## config.mk

```make
export PLATFORM = sky130hd
export DESIGN_NAME = div_ctrl
export DESIGN_NICKNAME = d
export VERILOG_FILES = /design/src/rtl/div_ctrl_pkg.sv /design/src/rtl/div_step.sv /design/src/rtl/div_ctrl.sv
export SDC_FILE = /design/constraint.sdc
export NUM_CORES = 1
export LEC_CHECK = 0
export CAP_MARGIN = 10
export CORE_ASPECT_RATIO = 0.7
export CORE_MARGIN = 8
export CORE_UTILIZATION = 28
export DETAILED_ROUTE_END_ITERATION = 6
export SLEW_MARGIN = 10
export SYNTH_ARGS = -nofsm -noshare
export SYNTH_HDL_FRONTEND = slang
export SYNTH_SLANG_ARGS = --single-unit
```

## constraint.sdc

```tcl
create_clock -name clk -period 7.99 [get_ports clk]
set_input_delay 1.9975 -clock clk [delete_from_list [all_inputs] [get_ports clk]]
set_output_delay 1.9975 -clock clk [all_outputs]
set_load 0.05 [all_outputs]
```

## src/rtl/div_ctrl_pkg.sv

```systemverilog
// Shared definitions for the restoring divider sequencer:
// state encodings, step count and handshake levels.
package div_ctrl_pkg;

  typedef enum logic [1:0] {
    DIV_IDLE    = 2'd0,
    DIV_DIVZERO = 2'd1,
    DIV_ON      = 2'd2,
    DIV_END     = 2'd3
  } div_state_e;

  localparam int   DIV_STEPS     = 32;

  localparam logic DIV_START     = 1'b1;
  localparam logic DIV_STOP      = 1'b0;
  localparam logic DIV_READY     = 1'b1;
  localparam logic DIV_NOT_READY = 1'b0;

endpackage

```

## src/rtl/div_step.sv

```systemverilog
// One restoring-division step: shift in a dividend bit,
// trial-subtract the divisor, emit one quotient bit.
module div_step #(
  parameter int W = 32
) (
  input  logic [W-1:0] rem_i,
  input  logic [W-1:0] dvd_i,
  input  logic [W-1:0] dvs_i,
  output logic [W-1:0] rem_o,
  output logic [W-1:0] dvd_o,
  output logic         qbit_o
);

  logic [W:0] shl;

  // When shl >= dvs the true difference is below dvs,
  // so a W-bit subtract yields the exact remainder.
  always_comb begin
    shl    = {rem_i, dvd_i[W-1]};
    qbit_o = (shl >= {1'b0, dvs_i});
    rem_o  = qbit_o ? (shl[W-1:0] - dvs_i) : shl[W-1:0];
    dvd_o  = {dvd_i[W-2:0], 1'b0};
  end

endmodule

```

## src/rtl/div_ctrl.sv

```systemverilog
// Multi-cycle DIV/DIVU sequencer beside EX: one quotient bit
// per cycle, stalls the pipe until {HI,LO} is ready.
module div_ctrl
  import div_ctrl_pkg::*;
#(
  parameter int DATA_W = DIV_STEPS,
  parameter int CNT_W  = 6
) (
  input  logic                clk,
  input  logic                rst_n,
  input  logic                start_i,
  input  logic                signed_i,
  input  logic                annul_i,
  input  logic [DATA_W-1:0]   dividend_i,
  input  logic [DATA_W-1:0]   divisor_i,
  output logic [2*DATA_W-1:0] result_o,
  output logic                ready_o,
  output logic                stall_req_o
);

  div_state_e          state_q, state_d;
  logic [CNT_W-1:0]    cnt_q, cnt_d;
  logic [DATA_W-1:0]   rem_q, rem_d;
  logic [DATA_W-1:0]   dvd_q, dvd_d;
  logic [DATA_W-1:0]   dvs_q, dvs_d;
  logic                sgn_q, sgn_d;
  logic                neg_a_q, neg_a_d;
  logic                neg_b_q, neg_b_d;
  logic [2*DATA_W-1:0] result_q, result_d;
  logic                ready_q, ready_d;

  logic [DATA_W-1:0]   rem_s, dvd_s;
  logic                qbit_s;
  logic [DATA_W-1:0]   q_fin, r_fin;
  logic                neg_a_in, neg_b_in;

  div_step #(.W(DATA_W)) u_step (
    .rem_i  (rem_q),
    .dvd_i  (dvd_q),
    .dvs_i  (dvs_q),
    .rem_o  (rem_s),
    .dvd_o  (dvd_s),
    .qbit_o (qbit_s)
  );

  always_comb begin
    neg_a_in = signed_i & dividend_i[DATA_W-1];
    neg_b_in = signed_i & divisor_i[DATA_W-1];
    q_fin = (sgn_q & (neg_a_q ^ neg_b_q)) ? -dvd_q : dvd_q;
    r_fin = (sgn_q & neg_a_q) ? -rem_q : rem_q;
  end

  always_comb begin
    state_d  = state_q;
    cnt_d    = cnt_q;
    rem_d    = rem_q;
    dvd_d    = dvd_q;
    dvs_d    = dvs_q;
    sgn_d    = sgn_q;
    neg_a_d  = neg_a_q;
    neg_b_d  = neg_b_q;
    result_d = result_q;
    ready_d  = ready_q;
    if (annul_i) begin
      state_d  = DIV_IDLE;
      ready_d  = DIV_NOT_READY;
      result_d = '0;
    end else begin
      unique case (state_q)
        DIV_IDLE: begin
          if (start_i == DIV_START) begin
            sgn_d   = signed_i;
            neg_a_d = dividend_i[DATA_W-1];
            neg_b_d = divisor_i[DATA_W-1];
            dvd_d   = neg_a_in ? -dividend_i : dividend_i;
            dvs_d   = neg_b_in ? -divisor_i : divisor_i;
            cnt_d   = '0;
            rem_d   = '0;
            state_d = (divisor_i == '0) ? DIV_DIVZERO : DIV_ON;
          end
        end
        DIV_DIVZERO: begin
          state_d  = DIV_END;
          result_d = '0;
          ready_d  = DIV_READY;
        end
        DIV_ON: begin
          if (cnt_q < CNT_W'(DATA_W)) begin
            rem_d = rem_s;
            dvd_d = dvd_s | {{(DATA_W-1){1'b0}}, qbit_s};
            cnt_d = cnt_q + CNT_W'(1);
          end else begin
            state_d  = DIV_END;
            result_d = {r_fin, q_fin};
            ready_d  = DIV_READY;
          end
        end
        DIV_END: begin
          if (start_i == DIV_STOP) begin
            state_d  = DIV_IDLE;
            ready_d  = DIV_NOT_READY;
            result_d = '0;
          end
        end
        default: state_d = DIV_IDLE;
      endcase
    end
  end

  always_ff @(posedge clk or negedge rst_n) begin
    if (!rst_n) begin
      state_q  <= DIV_IDLE;
      cnt_q    <= '0;
      rem_q    <= '0;
      dvd_q    <= '0;
      dvs_q    <= '0;
      sgn_q    <= 1'b0;
      neg_a_q  <= 1'b0;
      neg_b_q  <= 1'b0;
      result_q <= '0;
      ready_q  <= DIV_NOT_READY;
    end else begin
      state_q  <= state_d;
      cnt_q    <= cnt_d;
      rem_q    <= rem_d;
      dvd_q    <= dvd_d;
      dvs_q    <= dvs_d;
      sgn_q    <= sgn_d;
      neg_a_q  <= neg_a_d;
      neg_b_q  <= neg_b_d;
      result_q <= result_d;
      ready_q  <= ready_d;
    end
  end

  assign result_o    = result_q;
  assign ready_o     = ready_q;
  // Reset also drops the stall so the pipe is never held in reset.
  assign stall_req_o = rst_n & start_i & ~ready_q & ~annul_i;

endmodule

```

==> reports/qor.yml <==
timing:
  post-route-min-period_ns: 5.74
  timing.hold.ws_ns: 0.481
  slew_headroom_pct: 27.2
  period_share_pct: 71.8
  hold_violations: 0
  clock.fmax_mhz: 174
  final.setup.tns_ns: 0
  grt_setup_unrepaired: "no"
  drv_slew: 0
  setup_violations: 0
  finClkSkew_ns: 0.0178
  tightest_slew_ns: 1.09
synthesis:
  synth_warnings: 0
  syn-num-nets: 1412
  synth_edf_count: 0
  synth-compound-area-share_pct: 21.8
  synthMuxAreaShare_pct: 1.93
  synth-xor-area-share_pct: 11.8
  synthDominantCellAreaShare_pct: 38.8
  synth_top_family_by_area: "compound AO/OA/AOI/OAI gates"
  netlist_area_um2: 11100
  synthFlopType: "dfrtp_1"
  syn_area_per_cell_um2: 8.52
  synthAdderAreaFrac_pct: 4.69
  synth_seq_cells: 172
  async_reset_ff_share_pct: 100
  ys_seq_area_share_pct: 38.8
  netlist_instances: 1302
  synth_area_leader_cell: "dfrtp_1"
  synthTopCellsByArea: "dfrtp_1, o21ai_0, nand2_1"
  synth_cell_types: 63
  synthSimpleGateAreaFrac_pct: 16.9
cells_and_area:
  final_cell_mix: "nand2_1, o21ai_0, dfrtp_1"
  nNetsFinal: 1507
  antennaDiodeCount: 0
  final_util_pct: 34.3
  synthToLayoutAreaGrowth_pct: 22.0
  final_cells: 1944
  layout_commonest_cell: "nand2_1"
  layout-drive-gt1-share_pct: 4.40
  fillers: 4168
floorplan:
  die-width_um: 254
  placeableCoreArea_um2: 39400
  initial_utilization_pct: 28.2
  die_area_um2: 46300
  io_pins: 135
  rows: 61
  die_height_um: 183
power_and_ir_drop:
  p_per_area_nw_per_um2: 395
  total_leakage_power_nw: 5.57
  vdd_drop_max_mv: 0.150
global_routing:
  grt_max_degree: 135
  grt_use_total_pct: 14.3
  first_global_vias: 9247
  overflow: 0
  grt_pass1_wl_um: 53200
  antenna_found_initial: 0
clocking:
  cts.repair.resized: 0
  clock_path_buffers: 2
  postCtsSetupBuffers: 0
  clk_latency_ns: 0.44
  clk_pin_slew_worst_paths_ns: 0.06
  hold_buffers: 0
  htreeDepth: 4
  numCtsBuffers: 17
  cts_tree: "yes"
  cts-root-buf: "clkbuf_16"
  cts.sinks: 172
place:
  placed_cells: 1913
  dp_hpwl_um: 25700
  port_buffers: 134
  place.gp.congestion: 0.833
drt:
  wl_um: 33700
  dr.pass1.iters: 5
  wl_per_cell_um: 17.3
  vias_per_cell: 4.97
  final_antenna_net_count: 0
  drc: 0
  vias: 9668
  drtIter0Drc: 910
setup_path:
  critPathCaptureType: "output port"
  crit_required_ns: 5.99
  crit_type: "in2out"
  critical_path_arrival_ns: 3.74
  worstSetupStartpointType: "input pin"
  critPathMaxFanout: 7
job:
  cap_violations: 0
outcome:
  outcome: "completed"
min_path:
  hp-class: "reg2reg"
[kinds of logic (layout without fill, tap and decap cells)]
family,after synthesis,after routing
adders and majority gates,41,41
DFF,172,172
buffers and inverters,121,228
AOI/OAI and AO/OA,400,400
xor gates and xnor gates,149,149
muxes,21,21
and+or+nand+nor,398,398
[state kept, by name, indices dropped and copies added, names as in the netlist, 2 cells and up]
name / flops
cnt_q: 6
dvd_q: 32
dvs_q: 32
rem_q: 32
result_o: 64
state_q: 2
[final cells by class]
cell class	instances	area, µm²	share of cell area (%)
Timing Repair Buffer	142	1420	10.5
Multi-Input combinational cell	1009	6350	46.9
Inverter	55	206	1.53
Clock buffer	17	425	3.15
Sequential cell	172	4300	31.8
Clock inverter	14	158	1.17
Tap cell	535	669	4.95
[per-stage QoR]
step / total power [mW] / instance area (µm²) / setup WS, ns
after global routing: 5.78 / 13500 / 2.13
after CTS: 5.36 / 13500 / 2.23
after floorplan: 3.65 / 11100 / 2.46
after detailed placement: 4.50 / 12900 / 2.26
final: 5.35 / 13500 / 2.25
after global placement: 4.47 / 12900 / 2.21
[metal layers]
layer  vias up  part of all wire, %  GRT usage [%]
met3        15                  4.1           2.57
li1       4793                    -              -
met1      4639                   55           22.6
met4         0                 0.91           2.83
met5         -                    0              0
met2       221                   40           19.8
[power by group]
| part | total, mW | switching [mW] | internal [mW] | leakage, nW |
|---|---|---|---|---|
| Sequential | 1.45 | 0.328 | 1.12 | 2.29 |
| Combinational | 3.04 | 1.87 | 1.18 | 2.99 |
| Clock | 0.851 | 0.384 | 0.467 | 0.289 |
[cells in the mapped netlist, types with 13 or more instances]
cell type	number
ha_1	40
and2_1	14
o31ai_1	20
nor2_1	61
nand3_1	16
nor3_1	19
nor4_1	13
a21o_1	14
inv_1	55
nand2_1	209
xor2_1	79
dfrtp_1	172
a22oi_1	30
a21oi_1	65
xnor2_1	70
o21ai_0	183
clkbuf_1	61
mux2i_1	18
[path summary, 6_finish.rpt]
| check | startpoint | to | slack [ns] | cells past startpoint |
|---|---|---|---|---|
| setup / recovery | annul_i | stall_req_o | 2.25 | 3 |
| hold / removal | dvs_q[12]$_DFFE_PN0P_ | dvs_q[12]$_DFFE_PN0P_ | 0.48 | 2 |
| setup reg to reg | dvd_q[31]$_DFFE_PN0P_ | rem_q[28]$_DFFE_PN0P_ | 4.44 | 12 |
| hold reg to reg | dvs_q[12]$_DFFE_PN0P_ | dvs_q[12]$_DFFE_PN0P_ | 0.48 | 2 |
| max in group asynchronous | rst_n | dvs_q[12]$_DFFE_PN0P_ | 5.37 | 2 |
| min in group asynchronous | rst_n | dvd_q[12]$_DFFE_PN0P_ | 1.46 | 1 |
[worst max-delay path: stages]
cell,delay [ns]
clkdlybuf4s50_1,0.54
nor4bb_1,0.34
clkdlybuf4s50_1,0.86
Note: power is estimated with default switching activity, not from simulation.
